===== config.mk =====
export PLATFORM = sky130hd
export DESIGN_NAME = axis_qcal
export DESIGN_NICKNAME = d
export VERILOG_FILES = /design/src/rtl/qmath_pkg.sv /design/src/rtl/qsat.sv /design/src/rtl/axis_qcal.sv
export SDC_FILE = /design/constraint.sdc
export NUM_CORES = 1
export LEC_CHECK = 0
export CAP_MARGIN = 20
export CORE_MARGIN = 2
export CORE_UTILIZATION = 41
export CTS_CLUSTER_SIZE = 25
export DETAILED_ROUTE_END_ITERATION = 7
export GPL_ROUTABILITY_DRIVEN = 0
export GPL_TIMING_DRIVEN = 1
export PLACE_DENSITY = 0.61
export SLEW_MARGIN = 40
export SYNTH_ARGS = -nofsm -noshare
export SYNTH_HDL_FRONTEND = slang
export SYNTH_HIERARCHICAL = 1
export SYNTH_SLANG_ARGS = --single-unit

===== constraint.sdc =====
create_clock -name Clk -period 5.05 [get_ports Clk]
set_input_delay 0.7575 -clock Clk [delete_from_list [all_inputs] [get_ports Clk]]
set_output_delay 0.7575 -clock Clk [all_outputs]
set_load 0.03 [all_outputs]

===== src/rtl/qmath_pkg.sv =====
`default_nettype none
// ============================================================================
//  Module      : qmath_pkg
//  Description : Shared Q-format helpers: rounding constant and saturation
//                bounds as functions of the word and fractional widths.
//  Revision    : 1.0 - initial release
// ============================================================================
package qmath_pkg;

   // Widest word the helpers below can describe exactly.
   localparam int QMATH_MAX_WIDTH = 64;

   // Half an LSB of the output scale: added before the arithmetic shift
   // to give round-half-up.
   function automatic longint round_const(input int frac_width);
      return 64'sd1 <<< (frac_width - 1);
   endfunction

   // Largest value representable in a signed word of the given width.
   function automatic longint sat_max(input int width);
      return (64'sd1 <<< (width - 1)) - 64'sd1;
   endfunction

   // Most negative value representable in a signed word of the given width.
   function automatic longint sat_min(input int width);
      return -(64'sd1 <<< (width - 1));
   endfunction

endpackage : qmath_pkg
`default_nettype wire


===== src/rtl/qsat.sv =====
`default_nettype none
// ============================================================================
//  Module      : qsat
//  Description : Combinational clamp of a wide signed value into a signed
//                OUT_WIDTH word, with an overflow indication.
//  Revision    : 1.0 - initial release
// ============================================================================
module qsat
   import qmath_pkg::*;
#(
   parameter int IN_WIDTH  = 33,
   parameter int OUT_WIDTH = 16
) (
   input  logic signed [IN_WIDTH-1:0]  din_i,
   output logic signed [OUT_WIDTH-1:0] dout_o,
   output logic                        ovf_o
);

   // Bounds expressed at the input width so the comparisons are same-width
   // signed compares.
   localparam logic signed [IN_WIDTH-1:0] c_max = IN_WIDTH'(sat_max(OUT_WIDTH));
   localparam logic signed [IN_WIDTH-1:0] c_min = IN_WIDTH'(sat_min(OUT_WIDTH));

   logic w_hi;
   logic w_lo;

   // Clamp to the representable range and flag whenever clamping occurred.
   always_comb begin
      w_hi   = (din_i > c_max);
      w_lo   = (din_i < c_min);
      ovf_o  = w_hi | w_lo;
      dout_o = din_i[OUT_WIDTH-1:0];
      if (w_hi) begin
         dout_o = c_max[OUT_WIDTH-1:0];
      end else if (w_lo) begin
         dout_o = c_min[OUT_WIDTH-1:0];
      end
   end

endmodule : qsat
`default_nettype wire


===== src/rtl/axis_qcal.sv =====
`default_nettype none
// ============================================================================
//  Module      : axis_qcal
//  Description : AXI-Stream gain/offset calibration, y = sat(round(x*gain)
//                + offset), as a two-register pipeline with full backpressure
//                and a sticky saturation flag.
//  Revision    : 1.0 - initial release
// ============================================================================
module axis_qcal
   import qmath_pkg::*;
#(
   parameter int DATA_WIDTH       = 16,
   parameter int FRACTIONAL_WIDTH = 12
) (
   input  logic                         Clk,
   input  logic                         Resetn,
   input  logic signed [DATA_WIDTH-1:0] s_axis_tdata,
   input  logic                         s_axis_tvalid,
   output logic                         s_axis_tready,
   input  logic                         s_axis_tlast,
   input  logic signed [DATA_WIDTH-1:0] gain,
   input  logic signed [DATA_WIDTH-1:0] offset,
   output logic signed [DATA_WIDTH-1:0] m_axis_tdata,
   output logic                         m_axis_tvalid,
   input  logic                         m_axis_tready,
   output logic                         m_axis_tlast,
   output logic                         sat_flag,
   input  logic                         sat_clear
);

   // Product width, plus one guard bit so rounding and offset never wrap.
   localparam int c_prod_w = 2 * DATA_WIDTH;
   localparam int c_wide_w = 2 * DATA_WIDTH + 1;
   localparam logic signed [c_wide_w-1:0] c_round =
      c_wide_w'(round_const(FRACTIONAL_WIDTH));

   // Stage 1: product, coefficient offset and frame marker of one sample.
   logic                         s1_valid_q, s1_valid_d;
   logic signed [c_prod_w-1:0]   prod_q,     prod_d;
   logic signed [DATA_WIDTH-1:0] off_q,      off_d;
   logic                         s1_last_q,  s1_last_d;

   // Stage 2: calibrated, saturated result presented on the master port.
   logic                         m_valid_q,  m_valid_d;
   logic signed [DATA_WIDTH-1:0] m_data_q,   m_data_d;
   logic                         m_last_q,   m_last_d;
   logic                         sat_flag_q, sat_flag_d;

   logic                         w_en1;
   logic                         w_en2;
   logic signed [c_prod_w-1:0]   w_prod;
   logic signed [c_wide_w-1:0]   w_rnd_sum;
   logic signed [c_wide_w-1:0]   w_shifted;
   logic signed [c_wide_w-1:0]   w_total;
   logic signed [DATA_WIDTH-1:0] w_sat_data;
   logic                         w_ovf;
   logic                         w_sat_evt;

   // Pipeline advance: a stage moves when its successor is empty or draining.
   always_comb begin
      w_en2         = ~m_valid_q | m_axis_tready;
      w_en1         = ~s1_valid_q | w_en2;
      s_axis_tready = w_en1;
   end

   // Full-precision product, then round-half-up, shift and offset add at a
   // width wide enough that none of the intermediate steps can overflow.
   always_comb begin
      w_prod    = c_prod_w'(s_axis_tdata) * c_prod_w'(gain);
      w_rnd_sum = {prod_q[c_prod_w-1], prod_q} + c_round;
      w_shifted = w_rnd_sum >>> FRACTIONAL_WIDTH;
      w_total   = w_shifted + {{(c_wide_w-DATA_WIDTH){off_q[DATA_WIDTH-1]}}, off_q};
   end

   qsat #(
      .IN_WIDTH  (c_wide_w),
      .OUT_WIDTH (DATA_WIDTH)
   ) u_qsat (
      .din_i  (w_total),
      .dout_o (w_sat_data),
      .ovf_o  (w_ovf)
   );

   // Stage-1 next state: capture sample and coefficients together on accept.
   always_comb begin
      s1_valid_d = s1_valid_q;
      prod_d     = prod_q;
      off_d      = off_q;
      s1_last_d  = s1_last_q;
      if (w_en1) begin
         s1_valid_d = s_axis_tvalid;
         if (s_axis_tvalid) begin
            prod_d    = w_prod;
            off_d     = offset;
            s1_last_d = s_axis_tlast;
         end
      end
   end

   // Stage-2 next state and sticky flag; a new saturation beats a clear.
   always_comb begin
      m_valid_d  = m_valid_q;
      m_data_d   = m_data_q;
      m_last_d   = m_last_q;
      w_sat_evt  = w_en2 & s1_valid_q & w_ovf;
      sat_flag_d = w_sat_evt | (sat_flag_q & ~sat_clear);
      if (w_en2) begin
         m_valid_d = s1_valid_q;
         if (s1_valid_q) begin
            m_data_d = w_sat_data;
            m_last_d = s1_last_q;
         end
      end
   end

   // Pipeline registers; reset empties both stages and clears the flag.
   always_ff @(posedge Clk or negedge Resetn) begin
      if (!Resetn) begin
         s1_valid_q <= 1'b0;
         prod_q     <= '0;
         off_q      <= '0;
         s1_last_q  <= 1'b0;
         m_valid_q  <= 1'b0;
         m_data_q   <= '0;
         m_last_q   <= 1'b0;
         sat_flag_q <= 1'b0;
      end else begin
         s1_valid_q <= s1_valid_d;
         prod_q     <= prod_d;
         off_q      <= off_d;
         s1_last_q  <= s1_last_d;
         m_valid_q  <= m_valid_d;
         m_data_q   <= m_data_d;
         m_last_q   <= m_last_d;
         sat_flag_q <= sat_flag_d;
      end
   end

   assign m_axis_tdata  = m_data_q;
   assign m_axis_tvalid = m_valid_q;
   assign m_axis_tlast  = m_last_q;
   assign sat_flag      = sat_flag_q;

endmodule : axis_qcal
`default_nettype wire


==> impl_summary.log, run 1 <==
INFO  metric r2r_slack = 360 ps
INFO  metric num-fill-cells = 2779
INFO  metric ant_nets = 0
INFO  metric antenna_cells = 0
INFO  metric groute.usage.overall = 0.202
INFO  metric synth_ff_type = sky130_fd_sc_hd__dfrtp_1
INFO  metric setup_violations = 21
INFO  metric drtIter0Drc = 494
INFO  metric fin_crit_sh = 1.18
INFO  metric deepest_clock_path_buffer_count = 2
INFO  metric numCtsBuffers = 9
INFO  metric drt_drc_violations_left = 0
INFO  metric worst_skew_pair.late_latency = 330 ps
INFO  metric h_tree_lvl_count = 3
INFO  metric run_status = finished, violations left
INFO  metric yosysWarnings = 6
INFO  metric design.core.area = 0.0316 mm2
INFO  metric core.rowCount = 65
INFO  metric die_area = 0.0334 mm2
INFO  metric timing.critical_path.from_type = primary input
INFO  metric synth_area_per_cell = 9.33 um2
INFO  metric timing.final.max_slew_violations = 0
INFO  metric skew = 4.13 ps
INFO  metric postSynthCellCount = 1406
INFO  metric clkSlewWorstSetupHoldPaths = 50 ps
INFO  metric worst_slew_pin_slew = 704 ps
INFO  metric start_util = 0.416
INFO  metric final_period_minus_worst_setup_slack = 5970 ps
INFO  metric vias_per_cell = 4.90
INFO  metric grt_pass1_vias = 11100
INFO  metric slew_headroom = 0.530
INFO  metric yosysSeqAreaShare = 0.111
INFO  metric cts_root_buf = sky130_fd_sc_hd__clkbuf_16
INFO  metric crit_path_end_kind = flop
INFO  metric post_synth_num_cell_types = 56
INFO  metric router_iterations_before_antenna_repair = 5
INFO  metric critPathLaunch = s_axis_tdata[15]
INFO  metric async_sr_flop_fraction = 1.00
INFO  metric grt_setup_unrepaired = yes
INFO  metric num_io_pins = 74
INFO  metric synthToLayoutAreaGrowth = 33.2%
INFO  metric clock.fmax = 168 MHz
INFO  metric crit_arrival = 6180 ps
INFO  metric timing.setup.tns = -14200 ps
INFO  metric setup_crit_end = prod_q[30]$_DFFE_PN0P_
INFO  metric required = 5260 ps
INFO  metric global_route_wire_length_before_repair = 54400 um
INFO  metric worst_reg2reg_path_depth = 21
INFO  metric final_layout_size_suffix_gt1_frac = 0.296
INFO  metric finalWirelength = 32100 um
INFO  metric chipHeight = 183 um
INFO  metric tritoncts = built
INFO  metric finish.net_count = 2090
INFO  metric whs = 505 ps
INFO  metric number_of_enable_flip_flop_cells_after_synthesis = 0
INFO  metric worstHoldPathType = in2async
INFO  metric setup_ws = -917 ps
INFO  metric cts_sinks = 58
INFO  metric numPortBuffers = 73
INFO  metric syn-cell-area = 0.0131 mm2
INFO  metric max_cap_violations = 0
INFO  metric dp.cells = 1992
INFO  metric postSynthRegisterBits = 58
INFO  metric grt-ovfl-total = 0
INFO  metric failed_checks = negative setup slack
INFO  metric finish.cell_count_without_fillers = 2080
INFO  metric num_vias = 10200
INFO  metric dieWidth = 183 um
INFO  metric route.detailed.wl_per_inst = 15.4 um
INFO  metric finalHoldViolCount = 0
INFO  metric postSynthNetCount = 1823
INFO  metric initial_antenna_violation_count = 0
INFO  metric dp.final_hpwl = 25600 um
INFO  metric crit_type = in2reg
INFO  metric worstPathMaxFanout = 6
INFO  metric timing.rr.start = prod_q[13]$_DFFE_PN0P_
INFO  metric grt_max_degree = 59
INFO  metric crit-reg2reg-capture = m_axis_tdata[4]$_DFFE_PN0P_
[per-layer routing]
metal / wire length (um) / track usage / vias to the layer above
li1: - / - / 4801
met1: 14700 / 0.277 / 5103
met2: 15200 / 0.343 / 237
met3: 1530 / 0.0264 / 49
met4: 688 / 0.0490 / 0
met5: 0 / 0 / -
[worst max-delay path, stage by stage]
cell and delay, ps:
sky130_fd_sc_hd__buf_6 90, sky130_fd_sc_hd__buf_8 130, sky130_fd_sc_hd__and2_4 160, sky130_fd_sc_hd__fa_1 520
sky130_fd_sc_hd__buf_4 160, sky130_fd_sc_hd__fa_2 540, sky130_fd_sc_hd__buf_12 120, sky130_fd_sc_hd__fa_1 430
sky130_fd_sc_hd__fa_1 490, sky130_fd_sc_hd__fa_1 510, sky130_fd_sc_hd__inv_2 40, sky130_fd_sc_hd__fa_1 490
sky130_fd_sc_hd__inv_2 50, sky130_fd_sc_hd__ha_4 230, sky130_fd_sc_hd__a21o_1 170, sky130_fd_sc_hd__a21o_1 150
sky130_fd_sc_hd__a21o_1 180, sky130_fd_sc_hd__a21oi_2 140, sky130_fd_sc_hd__a21boi_4 220, sky130_fd_sc_hd__o211ai_1 140
sky130_fd_sc_hd__xor2_1 190, sky130_fd_sc_hd__mux2_4 270
[final cells by class]
class	count	area [um2]	share of cell area
Sequential cell	58	1450	0.0831
Multi-Input combinational cell	977	11100	0.633
Clock inverter	5	100	0.00573
Timing Repair Buffer	298	2860	0.164
Tap cell	402	503	0.0288
Clock buffer	11	253	0.0145
Inverter	329	1240	0.0710
[cells by family (layout without fill, tap and decap cells)]
family	Yosys count	count (layout)	synth area share
AND/OR/NAND/NOR	388	388	0.147
multiplexers	35	35	0.0300
XOR/XNOR	63	63	0.0421
AO/OA/AOI/OAI	128	128	0.0678
adder cells (fa/ha/maj)	363	363	0.496
flip-flops	58	58	0.111
buffers and inverters	371	643	0.107
[layout by cell type (no fill, tap or decap), types with 16 or more instances in the layout]
cell / n
sky130_fd_sc_hd__inv_1: 285
sky130_fd_sc_hd__fa_1: 243
sky130_fd_sc_hd__buf_4: 160
sky130_fd_sc_hd__nand2_1: 147
sky130_fd_sc_hd__and2_1: 92
sky130_fd_sc_hd__ha_1: 79
sky130_fd_sc_hd__dfrtp_1: 58
sky130_fd_sc_hd__buf_6: 47
sky130_fd_sc_hd__inv_2: 42
sky130_fd_sc_hd__clkdlybuf4s50_1: 41
sky130_fd_sc_hd__xnor2_1: 34
sky130_fd_sc_hd__mux2_2: 34
sky130_fd_sc_hd__and2_4: 29
sky130_fd_sc_hd__nor2_1: 28
sky130_fd_sc_hd__xor2_1: 24
sky130_fd_sc_hd__a21o_1: 22
sky130_fd_sc_hd__fa_2: 19
sky130_fd_sc_hd__o21ai_1: 17
sky130_fd_sc_hd__ha_4: 17
sky130_fd_sc_hd__a21oi_1: 16
[synth_stat cells, drive strengths merged, types with 2 or more instances]
cell type,number,area [um2]
a211oi,2,15.0
nor2b,3,18.8
a211o,2,17.5
xnor2,39,342
and3,7,43.8
o21a,5,37.5
fa,262,5250
o21ai,27,150
and2,122,763
nand2b,9,56.3
nor2,35,131
a2111oi,3,45.1
o311ai,2,17.5
clkbuf,40,150
a21boi,3,22.5
a31oi,5,31.3
inv,329,1230
buf,2,15.0
and4,2,17.5
xor2,24,210
nand2,161,607
nand3,19,95.1
o21bai,6,45.0
a21oi,30,161
nor3,7,35.0
a21o,27,209
ha,101,1260
o31ai,4,30.0
nor4,6,37.5
dfrtp,58,1450
o211ai,3,22.5
nand4,10,62.6
nand4b,2,17.5
mux2,35,394
[how the worst min path moves through the flow]
stage	start	to	slack, ps	cells after the start
5_1_grt	m_axis_tdata[2]$_DFFE_PN0P_	m_axis_tdata[2]$_DFFE_PN0P_	530	1
2_1_floorplan	Resetn	m_axis_tdata[0]$_DFFE_PN0P_	460	0
3_5_place_dp	m_axis_tdata[7]$_DFFE_PN0P_	m_axis_tdata[7]$_DFFE_PN0P_	490	1
3_3_place_gp	m_axis_tlast$_DFFE_PN0P_	m_axis_tlast$_DFFE_PN0P_	490	1
4_1_cts	m_axis_tlast$_DFFE_PN0P_	m_axis_tlast$_DFFE_PN0P_	510	1
6_report	Resetn	m_axis_tdata[2]$_DFFE_PN0P_	500	2
[registers in the layout (all words and copies together), names as in the netlist]
| signal | flops |
|---|---|
| m_axis_tlast | 1 |
| m_axis_tdata | 16 |
| sat_flag | 1 |
| off_q | 16 |
| s1_valid_q | 1 |
| s1_last_q | 1 |
| m_axis_tvalid | 1 |
| prod_q | 21 |
[per-stage QoR]
step | instance area [um2] | util | setup WS (ps)
after global routing | 17500 | 0.554 | -1120
after floorplan | 13600 | - | -824
after CTS | 17200 | 0.545 | -946
after detailed placement | 15800 | 0.501 | -1770
final | 17500 | 0.554 | -917
after global placement | 15800 | 0.501 | -1650
[what timing repair did]
item	4_1_cts	5_1_grt
setup buffers	56	14
gates cloned	10	1
hold buffers	0	0
setup endpoints to repair	21	37
resized for setup	253	74
pin swaps	162	115
Power of run 1 is left out: the tool's default activity adds up to more than one toggle a clock period on the data nets, which glitch-free logic cannot reach.
==> inputs of run 2 (changes only) <==
==> constraint.sdc (replaced) <==
create_clock -name Clk -period 6.87 [get_ports Clk]
set_input_delay 1.0305 -clock Clk [delete_from_list [all_inputs] [get_ports Clk]]
set_output_delay 1.0305 -clock Clk [all_outputs]
set_load 0.03 [all_outputs]
==> run 2 against run 1 <==
Against the previous run:
- the flow now finishes without violations
- final area is 8.0% lower
- sequential share of layout area up 0.72 points
- non-clock buffer count shrank 69
- flip-flop and latch count did not move
- via count decreased by 4.9%
- wire length decreased by 8.4%
- first-iteration DRC count is 8.7% lower
- worst setup slack improved by 1100 ps
- core utilization fell by 4.4 points
- critical path type unchanged
- highest routed layer unchanged
==> impl_summary.log, run 2 (synthesized netlist as in run 1, its figures left out) <==
INFO  metric run_status = completed
INFO  metric max_cap_violations = 0
INFO  metric synthToLayoutAreaGrowth = 22.5%
INFO  metric finish.net_count = 2022
INFO  metric critPathLaunch = s_axis_tdata[6]
INFO  metric crit-reg2reg-capture = sat_flag$_DFF_PN0_
INFO  metric final_design_area_no_fill = 0.0161 mm2
INFO  metric grt_max_degree = 63
INFO  metric required = 7060 ps
INFO  metric largest_register_ff_count = 21
INFO  metric timing.setup.tns = 0 ps
INFO  metric die_area = 0.0334 mm2
INFO  metric grt_pass1_vias = 10300
INFO  metric grt-ovfl-total = 0
INFO  metric skew = 6.34 ps
INFO  metric slew_headroom = 0.526
INFO  metric clock.fmax = 150 MHz
INFO  metric worst_slew_pin_slew = 712 ps
INFO  metric seqCellArea = 0.00145 mm2
INFO  metric drt_drc_violations_left = 0
INFO  metric h_tree_lvl_count = 3
INFO  metric dieWidth = 183 um
INFO  metric num-fill-cells = 2943
INFO  metric dp.final_hpwl = 25000 um
INFO  metric top_reg_by_flops = prod_q
INFO  metric place_area = 0.0154 mm2
INFO  metric cts_hold_buffers = 0
INFO  metric crit_path_end_kind = flop
INFO  metric antenna_cells = 0
INFO  metric ant_nets = 0
INFO  metric cts_sinks = 58
INFO  metric final_util = 0.509
INFO  metric timing.hold.worst.start = m_axis_tdata[3]$_DFFE_PN0P_
INFO  metric chipHeight = 183 um
INFO  metric setup_ws = 202 ps
INFO  metric crit_type = in2reg
INFO  metric initial_antenna_violation_count = 0
INFO  metric timing.critical_path.from_type = primary input
INFO  metric vias_per_cell = 4.82
INFO  metric cts_root_buf = sky130_fd_sc_hd__clkbuf_16
INFO  metric numPortBuffers = 73
INFO  metric global_route_wire_length_before_repair = 50100 um
INFO  metric finalWirelength = 29400 um
INFO  metric num_io_pins = 74
INFO  metric clkSlewWorstSetupHoldPaths = 50 ps
INFO  metric final_layout_size_suffix_gt1_frac = 0.161
INFO  metric route.detailed.wl_per_inst = 14.6 um
INFO  metric final_common_cell = sky130_fd_sc_hd__inv_1
INFO  metric worstPathMaxFanout = 7
INFO  metric pre_cts_slack = -448 ps
INFO  metric start_util = 0.416
INFO  metric finalHoldViolCount = 0
INFO  metric tritoncts = built
INFO  metric num_vias = 9688
INFO  metric fin_crit_sh = 0.971
INFO  metric deepest_clock_path_buffer_count = 2
INFO  metric timing.final.max_slew_violations = 0
INFO  metric design.core.area = 0.0316 mm2
INFO  metric timing.rr.start = prod_q[11]$_DFFE_PN0P_
INFO  metric layout.cells.most_common_list = 327 x sky130_fd_sc_hd__inv_1, 256 x sky130_fd_sc_hd__fa_1, 157 x sky130_fd_sc_hd__nand2_1, 140 x sky130_fd_sc_hd__buf_4, 121 x sky130_fd_sc_hd__and2_1
INFO  metric groute.usage.overall = 0.184
INFO  metric worst_skew_pair.late_latency = 330 ps
INFO  metric r2r_slack = 1890 ps
INFO  metric multi_input_comb_area = 0.0105 mm2
INFO  metric setup_crit_end = prod_q[26]$_DFFE_PN0P_
INFO  metric core.rowCount = 65
INFO  metric crit_arrival = 6860 ps
INFO  metric worstHoldPathType = reg2reg
INFO  metric setup_violations = 0
INFO  metric numCtsBuffers = 9
INFO  metric worst_reg2reg_path_depth = 22
INFO  metric final_period_minus_worst_setup_slack = 6670 ps
INFO  metric drtIter0Drc = 451
INFO  metric router_iterations_before_antenna_repair = 5
==> run 2: area by class of cell <==
cell class	count	area share
inverter	329	0.0771
clock inverter	6	0.00358
multi-input combinational	977	0.653
tap	402	0.0313
sequential	58	0.0903
timing repair buffer	229	0.130
clock buffer	10	0.0142
timing repair inverter	1	0.000311
==> run 2: through the flow <==
step / hold slack, ps / instances
finish: 500 / 2012
floorplan: 475 / 1406
global route: 516 / 2012
global placement: 482 / 1986
detailed placement: 495 / 1986
CTS: 507 / 2002
==> run 2: what timing repair did <==
action / 4_1_cts / 5_1_grt
endpoints found under the setup margin: 5 / 17
buffers inserted: 0 / 6
gates cloned: 0 / 4
gates resized for setup: 6 / 64
pin swaps: 1 / 41
==> run 2: worst min path at each step <==
stage	depth (start not counted)	slack, ps	to
after floorplan	1	470	m_axis_tlast$_DFFE_PN0P_
after global placement	1	480	m_axis_tlast$_DFFE_PN0P_
after detailed placement	1	490	m_axis_tdata[3]$_DFFE_PN0P_
after CTS	1	510	m_axis_tdata[3]$_DFFE_PN0P_
after global routing	1	520	m_axis_tdata[5]$_DFFE_PN0P_
final	1	500	m_axis_tdata[3]$_DFFE_PN0P_
==> run 2: per-layer routing <==
layer / GRT usage / part of all wire / vias to the layer above
met4: 0.0355 / 0.018 / 0
met1: 0.266 / 0.48 / 4741
met5: 0 / 0 / -
met3: 0.0234 / 0.052 / 41
li1: - / - / 4668
met2: 0.299 / 0.45 / 238
==> run 2: critical path, cell delays in order <==
cell	delay (ps)
sky130_fd_sc_hd__clkdlybuf4s50_1	410
sky130_fd_sc_hd__buf_6	150
sky130_fd_sc_hd__and2_4	160
sky130_fd_sc_hd__fa_1	490
sky130_fd_sc_hd__inv_1	50
sky130_fd_sc_hd__fa_1	550
sky130_fd_sc_hd__fa_1	460
sky130_fd_sc_hd__fa_1	520
sky130_fd_sc_hd__inv_1	50
sky130_fd_sc_hd__fa_1	540
sky130_fd_sc_hd__inv_1	60
sky130_fd_sc_hd__fa_1	530
sky130_fd_sc_hd__inv_1	70
sky130_fd_sc_hd__ha_4	310
sky130_fd_sc_hd__nand2_4	70
sky130_fd_sc_hd__a2111oi_4	340
sky130_fd_sc_hd__a31oi_2	100
sky130_fd_sc_hd__nand4b_1	210
sky130_fd_sc_hd__buf_4	150
sky130_fd_sc_hd__and3_4	180
sky130_fd_sc_hd__nor2_2	40
sky130_fd_sc_hd__o21bai_1	170
sky130_fd_sc_hd__xnor2_1	140
sky130_fd_sc_hd__o21ai_1	70
Power of run 2 is left out for the same reason.
==> inputs of run 3 (changes only) <==
--- a/config.mk
+++ b/config.mk
@@ -7,12 +7,12 @@
 export LEC_CHECK = 0
 export CAP_MARGIN = 20
 export CORE_MARGIN = 2
-export CORE_UTILIZATION = 41
+export CORE_UTILIZATION = 30
 export CTS_CLUSTER_SIZE = 25
 export DETAILED_ROUTE_END_ITERATION = 7
 export GPL_ROUTABILITY_DRIVEN = 0
 export GPL_TIMING_DRIVEN = 1
-export PLACE_DENSITY = 0.61
+export PLACE_DENSITY = 0.49
 export SLEW_MARGIN = 40
 export SYNTH_ARGS = -nofsm -noshare
 export SYNTH_HDL_FRONTEND = slang
==> run 3 against run 2 <==
Against the previous run:
- first-iteration DRC count decreased by 24%
- die area is 36% higher
- via count decreased by 1.5%
- clock-buffer cell count grew 1
- critical path depth decreased by 1
- non-clock buffer count grew 13
- core utilization decreased by 13 points
- clock skew is essentially flat
- final area rose by 3.0%
- wire length grew 6.1%
- critical endpoint is now prod_q[30]$_DFFE_PN0P_
==> impl_summary.log, run 3 (synthesized netlist as in run 1, its figures left out) <==
INFO  metric tritoncts = built
INFO  metric vias_per_cell = 4.32
INFO  metric skew = 6.36 ps
INFO  metric design.core.area = 0.0431 mm2
INFO  metric h_tree_lvl_count = 3
INFO  metric run_status = completed
INFO  metric cts_root_buf = sky130_fd_sc_hd__clkbuf_16
INFO  metric finalHoldViolCount = 0
INFO  metric finish.net_count = 2034
INFO  metric router_iterations_before_antenna_repair = 4
INFO  metric pre_cts_slack = -468 ps
INFO  metric top_reg_by_flops = prod_q
INFO  metric grt_max_degree = 63
INFO  metric numCtsBuffers = 9
INFO  metric multi_input_comb_area = 0.0105 mm2
INFO  metric dp.final_hpwl = 26600 um
INFO  metric fin_crit_sh = 0.958
INFO  metric start_util = 0.305
INFO  metric final_common_cell = sky130_fd_sc_hd__inv_1
INFO  metric worstPathMaxFanout = 7
INFO  metric worst_slew_pin_slew = 712 ps
INFO  metric groute.usage.overall = 0.145
INFO  metric layout.cells.most_common_list = 325 x sky130_fd_sc_hd__inv_1, 250 x sky130_fd_sc_hd__fa_1, 158 x sky130_fd_sc_hd__nand2_1, 140 x sky130_fd_sc_hd__buf_4, 122 x sky130_fd_sc_hd__and2_1
INFO  metric final_design_area_no_fill = 0.0166 mm2
INFO  metric num_io_pins = 74
INFO  metric crit_arrival = 6790 ps
INFO  metric finalWirelength = 31200 um
INFO  metric deepest_clock_path_buffer_count = 2
INFO  metric setup_violations = 0
INFO  metric timing.critical_path.from_type = primary input
INFO  metric worst_reg2reg_path_depth = 21
INFO  metric drt_drc_violations_left = 0
INFO  metric cts_hold_buffers = 0
INFO  metric drtIter0Drc = 342
INFO  metric grt_pass1_vias = 10500
INFO  metric route.detailed.wl_per_inst = 14.1 um
INFO  metric numPortBuffers = 73
INFO  metric place_area = 0.0156 mm2
INFO  metric cts_sinks = 58
INFO  metric final_period_minus_worst_setup_slack = 6580 ps
INFO  metric slew_headroom = 0.524
INFO  metric global_route_wire_length_before_repair = 53000 um
INFO  metric clkSlewWorstSetupHoldPaths = 50 ps
INFO  metric worstHoldPathType = reg2reg
INFO  metric max_cap_violations = 0
INFO  metric ant_nets = 0
INFO  metric initial_antenna_violation_count = 1
INFO  metric chipHeight = 213 um
INFO  metric clock.fmax = 152 MHz
INFO  metric whs_path_depth = 1
INFO  metric die_area = 0.0454 mm2
INFO  metric crit_type = in2reg
INFO  metric required = 7080 ps
INFO  metric synthToLayoutAreaGrowth = 26.2%
INFO  metric seqCellArea = 0.00145 mm2
INFO  metric dieWidth = 213 um
INFO  metric core.rowCount = 76
INFO  metric largest_register_ff_count = 21
INFO  metric crit_path_end_kind = flop
INFO  metric num_vias = 9539
INFO  metric worst_skew_pair.late_latency = 330 ps
INFO  metric final_layout_size_suffix_gt1_frac = 0.175
INFO  metric grt-ovfl-total = 0
INFO  metric num-fill-cells = 4361
INFO  metric timing.final.max_slew_violations = 0
INFO  metric setup_ws = 288 ps
## run 3: final cells by class
| cell class | count | share of cell area |
|---|---|---|
| diodes | 1 | 0.000151 |
| clock buffers | 11 | 0.0147 |
| well taps | 585 | 0.0442 |
| inverters | 329 | 0.0748 |
| repair buffers | 242 | 0.135 |
| flip-flops and latches | 58 | 0.0877 |
| clock inverters | 5 | 0.00756 |
| multi-input cells | 977 | 0.636 |
## run 3: worst paths after layout
path	endpoint	startpoint	slack [ps]
setup / recovery	prod_q[30]$_DFFE_PN0P_	gain[12]	290
hold / removal	s1_last_q$_DFFE_PN0P_	s1_last_q$_DFFE_PN0P_	500
setup reg to reg	m_axis_tdata[11]$_DFFE_PN0P_	prod_q[12]$_DFFE_PN0P_	1960
hold reg to reg	s1_last_q$_DFFE_PN0P_	s1_last_q$_DFFE_PN0P_	500
max in group asynchronous	off_q[12]$_DFFE_PN0P_	Resetn	5720
min in group asynchronous	s1_last_q$_DFFE_PN0P_	Resetn	760
## run 3: critical path, cell delays in order
cell and delay [ps]:
sky130_fd_sc_hd__clkdlybuf4s50_1 470, sky130_fd_sc_hd__buf_6 130, sky130_fd_sc_hd__buf_4 140, sky130_fd_sc_hd__buf_4 110
sky130_fd_sc_hd__nand2_1 60, sky130_fd_sc_hd__fa_1 570, sky130_fd_sc_hd__inv_1 80, sky130_fd_sc_hd__fa_2 580
sky130_fd_sc_hd__fa_2 440, sky130_fd_sc_hd__fa_2 410, sky130_fd_sc_hd__fa_1 500, sky130_fd_sc_hd__inv_1 50
sky130_fd_sc_hd__fa_1 520, sky130_fd_sc_hd__inv_1 40, sky130_fd_sc_hd__ha_1 210, sky130_fd_sc_hd__a21o_1 180
sky130_fd_sc_hd__a21o_1 170, sky130_fd_sc_hd__a21o_1 190, sky130_fd_sc_hd__a21oi_1 140, sky130_fd_sc_hd__a21boi_4 220
sky130_fd_sc_hd__o211ai_1 130, sky130_fd_sc_hd__xor2_1 160, sky130_fd_sc_hd__mux2_2 260
## run 3: per-layer routing
| layer | global-route usage | part of all wire | vias up |
|---|---|---|---|
| met5 | 0 | 0 | - |
| met2 | 0.234 | 0.43 | 147 |
| li1 | - | - | 4697 |
| met1 | 0.216 | 0.52 | 4668 |
| met3 | 0.0104 | 0.029 | 27 |
| met4 | 0.0246 | 0.015 | 0 |
## run 3: repair_timing
item / 4_1_cts / 5_1_grt
setup endpoints to repair: 8 / 16
resized for setup: 11 / 79
buffers inserted: 2 / 15
pin swaps: 5 / 45
gates cloned: 0 / 4
## run 3: per-stage QoR
stage / utilization / std cells / hold slack [ps] / TNS [ps]
floorplan: - / 1406 / 475 / 0
global placement: 0.363 / 2170 / 481 / -4330
detailed placement: 0.363 / 2170 / 493 / -4720
CTS: 0.373 / 2188 / 505 / 0
global route: 0.384 / 2207 / 522 / -8.34
finish: 0.384 / 2208 / 501 / 0
Power of run 3 is left out for the same reason.
